`config.mk`:
```
export PLATFORM = sky130hd
export DESIGN_NAME = cpu_clock_ctrl
export DESIGN_NICKNAME = d
export VERILOG_FILES = /design/src/rtl/cpu_clock_ctrl.sv
export SDC_FILE = /design/constraint.sdc
export NUM_CORES = 1
export LEC_CHECK = 0
export ABC_CLOCK_PERIOD_IN_PS = 6080
export BUFFER_PORTS_ARGS = -buffer_cell sky130_fd_sc_hd__clkbuf_2
export CAP_MARGIN = 10
export CORE_UTILIZATION = 57
export CTS_CLUSTER_DIAMETER = 120
export DETAILED_ROUTE_END_ITERATION = 10
export GPL_ROUTABILITY_DRIVEN = 1
export PLACE_DENSITY = 0.83
export SETUP_SLACK_MARGIN = 0.05
export SYNTH_ARGS = -nofsm -noshare
export SYNTH_HDL_FRONTEND = slang
export SYNTH_SLANG_ARGS = --single-unit
```
`constraint.sdc`:
```
create_clock -name i_clk -period 6.08 [get_ports i_clk]
set_input_delay 0.608 -clock i_clk [delete_from_list [all_inputs] [get_ports i_clk]]
set_output_delay 0.608 -clock i_clk [all_outputs]
set_load 0.02 [all_outputs]
```
`src/rtl/cpu_clock_ctrl.sv`:
```
// CPU clock-enable generator: prescaled one-clk cpu_ce pulse with
// run / cycle-step / instruction-step / breakpoint control and cycle count.
module cpu_clock_ctrl #(
   parameter int DIV_W  = 17,
   parameter int ADDR_W = 16,
   parameter int CYC_W  = 32
) (
   input  logic              i_clk,
   input  logic              i_rst,
   input  logic [DIV_W-1:0]  i_div_ratio,
   input  logic [1:0]        i_mode,
   input  logic              i_step_req,
   input  logic              i_bp_en,
   input  logic [ADDR_W-1:0] i_bp_addr,
   input  logic              i_bp_clr,
   input  logic [ADDR_W-1:0] i_cpu_addr,
   input  logic              i_cpu_sync,
   output logic              o_cpu_ce,
   output logic              o_halted,
   output logic              o_bp_hit,
   output logic [CYC_W-1:0]  o_cycle_count
);

   localparam logic [1:0] M_RUN   = 2'b00;
   localparam logic [1:0] M_CYC   = 2'b01;
   localparam logic [1:0] M_INSTR = 2'b10;
   localparam logic [1:0] M_HALT  = 2'b11;

   typedef enum logic [1:0] {
      S_PAUSED,
      S_RUNNING,
      S_STEPPING
   } state_t;

   state_t            r_state;
   state_t            w_next;
   logic [DIV_W-1:0]  r_cnt;
   logic              r_ce;
   logic              r_halted;
   logic              r_bp_hit;
   logic [CYC_W-1:0]  r_cyc;
   logic              r_skip;
   logic              r_step_q;
   logic              r_kind_instr;
   logic              r_first_done;

   logic              w_tick;
   logic              w_edge;
   logic              w_bp;
   logic              w_issue;
   logic              w_set_bp;
   logic              w_enter_step;

   // >= rather than == so a lowered ratio never wraps the counter
   assign w_tick = (r_cnt >= i_div_ratio);
   assign w_edge = i_step_req & ~r_step_q;
   assign w_bp   = i_bp_en & i_cpu_sync
                 & (i_cpu_addr == i_bp_addr) & ~r_skip;

   always_comb begin
      w_next       = r_state;
      w_issue      = 1'b0;
      w_set_bp     = 1'b0;
      w_enter_step = 1'b0;
      unique case (r_state)
         S_PAUSED: begin
            if (i_mode == M_RUN && !r_bp_hit) begin
               w_next = S_RUNNING;
            end else if ((i_mode == M_CYC || i_mode == M_INSTR) && w_edge) begin
               w_next       = S_STEPPING;
               w_enter_step = 1'b1;
            end
         end
         S_RUNNING: begin
            if (i_mode != M_RUN) begin
               w_next = S_PAUSED;
            end else if (w_tick) begin
               if (w_bp) begin
                  w_set_bp = 1'b1;
                  w_next   = S_PAUSED;
               end else begin
                  w_issue = 1'b1;
               end
            end
         end
         S_STEPPING: begin
            if (i_mode == M_HALT) begin
               w_next = S_PAUSED;
            end else if (w_tick) begin
               if (!r_kind_instr) begin
                  w_issue = 1'b1;
                  w_next  = S_PAUSED;
               end else if (!r_first_done || !i_cpu_sync) begin
                  w_issue = 1'b1;
               end else begin
                  w_next = S_PAUSED;
               end
            end
         end
         default: w_next = S_PAUSED;
      endcase
   end

   always_ff @(posedge i_clk or posedge i_rst) begin
      if (i_rst) begin
         r_cnt        <= '0;
         r_state      <= S_PAUSED;
         r_ce         <= 1'b0;
         r_halted     <= 1'b1;
         r_bp_hit     <= 1'b0;
         r_cyc        <= '0;
         r_skip       <= 1'b0;
         r_step_q     <= 1'b0;
         r_kind_instr <= 1'b0;
         r_first_done <= 1'b0;
      end else begin
         r_cnt    <= w_tick ? '0 : r_cnt + {{(DIV_W-1){1'b0}}, 1'b1};
         r_state  <= w_next;
         r_ce     <= w_issue;
         r_halted <= (w_next == S_PAUSED);
         r_cyc    <= r_cyc + {{(CYC_W-1){1'b0}}, w_issue};
         r_step_q <= i_step_req;
         if (w_set_bp) begin
            r_bp_hit <= 1'b1;
         end else if (i_bp_clr) begin
            r_bp_hit <= 1'b0;
         end
         // skip masks the breakpoint we may be resuming from
         if (r_state == S_PAUSED && w_next != S_PAUSED) begin
            r_skip <= 1'b1;
         end else if (w_issue) begin
            r_skip <= 1'b0;
         end
         if (w_enter_step) begin
            r_kind_instr <= (i_mode == M_INSTR);
            r_first_done <= 1'b0;
         end else if (w_issue) begin
            r_first_done <= 1'b1;
         end
      end
   end

   assign o_cpu_ce      = r_ce;
   assign o_halted      = r_halted;
   assign o_bp_hit      = r_bp_hit;
   assign o_cycle_count = r_cyc;

endmodule

```
; Word level (Yosys, flattened, before mapping)
; Cells that the tools add are included.
[op_classes]
add_sub_neg = 2
order_cmp = 1
eq_ne = 6
n_mux = 32
bitwise_logic = 6
n_reduce_logical = 16
[ops]
columns = cell, count
row1 = $add A32 B1 Y32, 1
row2 = $mux W1, 20
row3 = $mux W2, 9
row4 = $add A17 B1 Y17 const B, 1
row5 = $ge A17 B17 Y1, 1
row6 = $mux W17, 1
row7 = $eq A16 B16 Y1, 1
row8 = $reduce_bool A2 Y1, 5
row9 = $eq A2 B2 Y1 const B, 3
row10 = $logic_not A2 Y1, 3
row11 = $pmux W2 S3, 1
row12 = $and A1 B1 Y1, 4
row13 = $eq A2 B1 Y1 const B, 2
row14 = $logic_and A1 B1 Y1, 3
row15 = $logic_not A1 Y1, 3
row16 = $logic_or A1 B1 Y1, 2
row17 = $not A1 Y1, 2
row18 = $pmux W1 S2, 1
[word_totals]
regBits = 58
out_inout_bits = 35

; Longest topological paths before layout
[depth]
word_depth = 10
ltp_mapped = 15

; Worst setup path before layout
; OpenSTA, ideal clock, no wires.
[synth_timing]
kind = input to register
startpoint = input port i_div_ratio[6]
endpoint = register r_cyc[30] (netlist: o_cycle_count[30])
setup_ns = 0.129
arrival_ns = 3.187
slack_ns = 2.764
path_stages = 15
path_cell_list = inv_1 -> ha_1 -> nand4_1 -> nor3_1 -> a2111oi_4 -> o211ai_2 -> o211a_1 -> ha_1 -> ha_1 -> and3_1 -> clkbuf_1 -> nand4_2 -> nor2_2 -> nand4_1 -> xnor2_1
[synth_via]
elab_chain_len = 5
word_cells_on_any_way = 7
[synth_lines]
columns = element, line_no
row1 = "start, declared", 10  ; input logic [DIV_W-1:0] i_div_ratio,
row2 = $ge A17 B17 Y1 *, 55  ; assign w_tick = (r_cnt >= i_div_ratio);
row3 = "$mux W1, on equally long branches", "89, 77"
row4 = "$mux W1, on equally long branches", "87, 75"
row5 = $pmux W1 S2 *, 65  ; unique case (r_state)
row6 = net w_issue, 50  ; logic w_issue;
row7 = $add A32 B1 Y32 *, 121  ; r_cyc <= r_cyc + {{(CYC_W-1){1'b0}}, w_issue};
row8 = "end signal, assigned", 121
row9 = "end, declared", 41  ; logic [CYC_W-1:0] r_cyc;
; Mark *: on every way through the listed nets, which the timed path passes. The rest lies on a longest branch.
; A chain may end at the register's enable or synchronous reset.

; Worst setup path after layout
[layout_timing]
startpoint = register r_cnt[6]
endpoint = register r_cyc[18] (netlist: o_cycle_count[18])
[layout_via]
elab_chain_len = 5
word_cells_on_any_way = 7
[layout_lines]
columns = element, line_no
row1 = "start, declared", 37  ; logic [DIV_W-1:0] r_cnt;
row2 = "start signal, assigned", 117  ; r_cnt <= w_tick ? '0 : r_cnt + {{(DIV_W-1){1'b0}}, 1'b1};
row3 = $ge A17 B17 Y1 *, 55
row4 = "$mux W1, on equally long branches", "89, 77"
row5 = "$mux W1, on equally long branches", "87, 75"
row6 = $pmux W1 S2 *, 65
row7 = net w_issue, 50
row8 = $add A32 B1 Y32 *, 121
; Marks and branches as above.

==> metrics.txt <==
# TYPE chip_impl_metric gauge
chip_impl_metric{name="diodes",unit=""} 0
chip_impl_metric{name="place.detailed.instances",unit=""} 489
chip_impl_metric{name="area_delta_synth_final",unit="%"} 22.68
chip_impl_metric{name="clock-skew-final",unit="ns"} 0.01160
chip_impl_metric{name="first_global_vias",unit=""} 2700
chip_impl_metric{name="p_leak",unit="uW"} 0.002161
chip_impl_info{name="critical_path.reg2reg.startpoint",value="r_cnt[6]"} 1
chip_impl_info{name="worstSetupStartpoint",value="r_cnt[6]"} 1
chip_impl_info{name="cpLargestDelayFamily",value="simple AND/OR/NAND/NOR gates"} 1
chip_impl_metric{name="synthesis.area",unit="sq mm"} 0.003309
chip_impl_info{name="primary_ff_master_synth",value="sky130_fd_sc_hd__dfrtp_1"} 1
chip_impl_info{name="timing.hold.worst_endpoint",value="r_step_q"} 1
chip_impl_metric{name="cts_setup_buffers",unit=""} 0
chip_impl_metric{name="synth.distinct_cells",unit=""} 44
chip_impl_metric{name="post_layout_nonfiller_instances",unit=""} 505
chip_impl_metric{name="detail-route-antenna-nets",unit=""} 0
chip_impl_metric{name="cell_internal_power_dissipation",unit="uW"} 774.0
chip_impl_metric{name="net-switching-power",unit="uW"} 347.3
chip_impl_metric{name="fraction_of_registers_with_async_set_or_reset_after_synthesis",unit="%"} 100.0
chip_impl_metric{name="reg2reg_setup_slack",unit="ns"} 2.28
chip_impl_metric{name="max_clock_freq",unit="MHz"} 263.1
chip_impl_metric{name="power_frac_clock",unit="%"} 33.3
chip_impl_metric{name="r2r.worst_path.cells",unit=""} 13
chip_impl_metric{name="post_synth_inst_count",unit=""} 328
chip_impl_metric{name="firstDrtPassIters",unit=""} 4
chip_impl_info{name="cp-start-kind",value="flop"} 1
chip_impl_info{name="path_cells",value="ha_1 > nand4_1 > nor3_1 > a2111oi_4 > o211ai_2 > o211a_1 > ha_1 > ha_1 > and3_1 > nand2_1 > nor2_1 > nand4_1 > xnor2_1"} 1
chip_impl_metric{name="postSynthRegisterBits",unit=""} 58
chip_impl_metric{name="gpl.final_weighted_congestion",unit=""} 0.7897
chip_impl_metric{name="synth-edff-count",unit=""} 0
chip_impl_metric{name="worst_pin_slew",unit="ns"} 0.7125
chip_impl_metric{name="vdd_drop_max",unit="mV"} 0.1691
chip_impl_info{name="cts_tree",value="built"} 1
chip_impl_info{name="cpMostUsedCell",value="sky130_fd_sc_hd__ha_1"} 1
chip_impl_metric{name="final_net_count",unit=""} 512
chip_impl_metric{name="fraction_of_final_layout_cells_with_drive_strength_greater_than_1",unit="%"} 29.10
chip_impl_metric{name="synth_fp_nets",unit=""} 412
chip_impl_info{name="clk_root_buffer_cell",value="sky130_fd_sc_hd__clkbuf_8"} 1
chip_impl_info{name="crit_slowest_cell",value="sky130_fd_sc_hd__o211ai_2"} 1
chip_impl_metric{name="core_area",unit="sq mm"} 0.005540
chip_impl_metric{name="ctsResizeCount",unit=""} 0
chip_impl_metric{name="clk_pin_slew",unit="ns"} 0.07
chip_impl_metric{name="drv.max_cap_violation_count",unit=""} 0
chip_impl_metric{name="filler_cell_count",unit=""} 419
chip_impl_info{name="worst_hold_path_type",value="input pin to flop"} 1
chip_impl_metric{name="totalNegativeSetupSlack",unit="ns"} 0
chip_impl_metric{name="cts_buffer_depth",unit=""} 2
chip_impl_metric{name="num_rows",unit=""} 27
chip_impl_metric{name="cts_buffers",unit=""} 9
chip_impl_metric{name="timing_hold_violations_final",unit=""} 0
chip_impl_metric{name="finalHoldWorstSlack",unit="ns"} 0.4047
chip_impl_metric{name="ctsHtreeMaxLevel",unit=""} 3
chip_impl_metric{name="drc",unit=""} 0
chip_impl_metric{name="io_pins",unit=""} 92
chip_impl_info{name="run_status",value="complete, no violations"} 1
chip_impl_metric{name="detailed_place_hpwl",unit="microns"} 5307
chip_impl_metric{name="yosysWarnings",unit=""} 0
chip_impl_metric{name="timing.critical_path.arrival",unit="ns"} 4.02
chip_impl_metric{name="final-setup-viol-count",unit=""} 0
chip_impl_metric{name="detailedRoute.firstIterationViolations",unit=""} 70
chip_impl_metric{name="min_period",unit="ns"} 3.800
chip_impl_info{name="hold_start",value="i_step_req"} 1
chip_impl_metric{name="dr_total_vias",unit=""} 2678
chip_impl_metric{name="floorplan.die.width",unit="microns"} 78.20
chip_impl_metric{name="hold_path_stages",unit=""} 1
chip_impl_metric{name="largest_net_degree_at_the_start_of_global_routing",unit=""} 59
chip_impl_metric{name="numPortBuffers",unit=""} 91
chip_impl_metric{name="power_frac_seq",unit="%"} 43.7
chip_impl_metric{name="hold_buffers",unit=""} 0
chip_impl_metric{name="slew_violations",unit=""} 0
chip_impl_metric{name="clock_sink_count",unit=""} 58
chip_impl_metric{name="switching_part_of_the_total",unit="%"} 30.97
chip_impl_metric{name="critical_path_peak_fanout",unit=""} 17
chip_impl_metric{name="worst_slew_margin_rel",unit="%"} 52.36
chip_impl_metric{name="crit_buf_inv",unit=""} 0
chip_impl_metric{name="power_per_cell_area",unit="mW/mm^2"} 276.2
chip_impl_metric{name="synthesis.area_per_instance",unit="sq um"} 10.09
chip_impl_metric{name="number_of_antenna_violations_at_the_first_check_in_global_routing",unit=""} 0
chip_impl_metric{name="critical_path_depth",unit=""} 13
chip_impl_metric{name="floorplan.initialDensity",unit="%"} 59.73
chip_impl_metric{name="grt_overflow_total",unit=""} 0
chip_impl_metric{name="power.combinational.fraction",unit="%"} 23.0
chip_impl_metric{name="worst-endpoint-required",unit="ns"} 6.30
chip_impl_info{name="worst_setup_path_end_kind",value="flop"} 1
chip_impl_metric{name="die-area",unit="sq mm"} 0.006114
chip_impl_info{name="mostFrequentLayoutCells",value="91 x sky130_fd_sc_hd__clkbuf_2, 57 x sky130_fd_sc_hd__dfrtp_1, 41 x sky130_fd_sc_hd__xnor2_1, 30 x sky130_fd_sc_hd__inv_1, 30 x sky130_fd_sc_hd__nor2_1"} 1
chip_impl_metric{name="synth_seq_area_share",unit="%"} 43.89
chip_impl_metric{name="total_wirelength",unit="microns"} 7000
chip_impl_info{name="mostFrequentLayoutCell",value="sky130_fd_sc_hd__clkbuf_2"} 1
chip_impl_metric{name="fin_crit_sh",unit="%"} 62.50
chip_impl_metric{name="die_h",unit="microns"} 78.20
chip_impl_metric{name="grt_pass1_wl",unit="microns"} 11910
chip_impl_metric{name="crit_path_max_incr_delay",unit="ns"} 0.61
chip_impl_info{name="timing.setup.critical_path_class",value="flop to flop"} 1
chip_impl_metric{name="routed_via_density",unit=""} 5.303
chip_impl_metric{name="post_drt_wl_per_cell",unit="microns"} 13.86
chip_impl_info{name="critical_path.reg2reg.endpoint",value="o_cycle_count[18]"} 1
chip_impl_metric{name="worst_skew_pair_later_pin_latency",unit="ns"} 0.34
chip_impl_metric{name="grt_util_all_layers",unit="%"} 25.16
chip_impl_info{name="unrepaired_setup_endpoints_after_global_routing",value="no"} 1
## per-stage QoR
stage / instance area, sq um / setup slack (ns) / util, % / total power [uW]
after floorplan: 3309 / 2.764 / - / 664.9
after global placement: 3846 / 2.234 / 69.42 / 729.4
after detailed placement: 3846 / 2.124 / 69.42 / 751.3
after CTS: 4060 / 2.310 / 73.28 / 1129
after global routing: 4060 / 1.984 / 73.28 / 1184
final: 4060 / 2.280 / 73.28 / 1121
## flip-flops by register name, summed over array words and instances (netlist names)
name	count
r_state	2
r_cnt	17
o_cycle_count	32
r_skip	1
o_bp_hit	1
r_step_q	1
o_halted	1
r_kind_instr	1
r_first_done	1
o_cpu_ce	1
## metal layers
layer	up-vias	global-route usage (%)	share of wire, %
li1	1310	-	-
met1	1271	29.77	43
met2	81	43.68	51
met3	16	6.395	4.1
met4	0	10.00	2.2
met5	-	0	0
## cells by family (layout without fill, tap and decap cells)
| group | after synthesis | count (layout) | share of synthesized area [%] |
|---|---|---|---|
| AND/OR/NAND/NOR | 119 | 119 | 18.64 |
| XOR/XNOR | 61 | 61 | 16.14 |
| flip-flops | 58 | 58 | 43.89 |
| buffers and inverters | 34 | 139 | 4.007 |
| AO/OA/AOI/OAI | 28 | 28 | 6.767 |
| adder cells (fa/ha/maj) | 27 | 27 | 10.21 |
| multiplexers | 1 | 1 | 0.3402 |
## worst max-delay path by stage
stage | endpoint | slack [ns]
after CTS | o_cycle_count[18] | 2.31
after global routing | o_cycle_count[18] | 1.98
after global placement | o_cycle_count[30] | 2.23
after floorplan | o_cycle_count[30] | 2.76
after detailed placement | o_cycle_count[30] | 2.12
final | o_cycle_count[18] | 2.28
## power by group through the flow
stage / clock, uW / sequential [uW] / combinational, uW
2_1_floorplan: 0 / 490 / 175
3_3_place_gp: 0 / 491 / 238
3_5_place_dp: 0 / 496 / 256
4_1_cts: 380 / 489 / 260
5_1_grt: 396 / 496 / 292
6_report: 373 / 490 / 258
## worst register-to-register path, delay by kind of cell, from the launching register on
family          cells  cell delay (ns)
simple gates        6             1.34
compound gates      3             1.01
fa+ha+maj           3             0.74
flops               1             0.46
xor+xnor            1             0.15
## cell type report
type / count / area [sq um] / area share (%)
flip-flops and latches: 58 / 1453 / 35.78
repair buffers: 92 / 462.9 / 11.40
inverters: 31 / 116.4 / 2.866
multi-input cells: 236 / 1724 / 42.47
clock buffers: 12 / 165.2 / 4.068
well taps: 72 / 90.09 / 2.219
clock inverters: 4 / 48.80 / 1.202
## cells in the mapped netlist, types with 5 or more instances
master	number	area share, %
sky130_fd_sc_hd__a21oi_1	6	0.91
sky130_fd_sc_hd__and3_1	8	1.5
sky130_fd_sc_hd__dfrtp_1	57	43
sky130_fd_sc_hd__ha_1	27	10
sky130_fd_sc_hd__inv_1	31	3.5
sky130_fd_sc_hd__nand2_1	25	2.8
sky130_fd_sc_hd__nand3_1	16	2.4
sky130_fd_sc_hd__nand4_1	15	2.8
sky130_fd_sc_hd__nor2_1	30	3.4
sky130_fd_sc_hd__nor2_2	5	0.95
sky130_fd_sc_hd__xnor2_1	41	11
sky130_fd_sc_hd__xor2_1	20	5.3
Note: power is estimated with default switching activity, not from simulation.
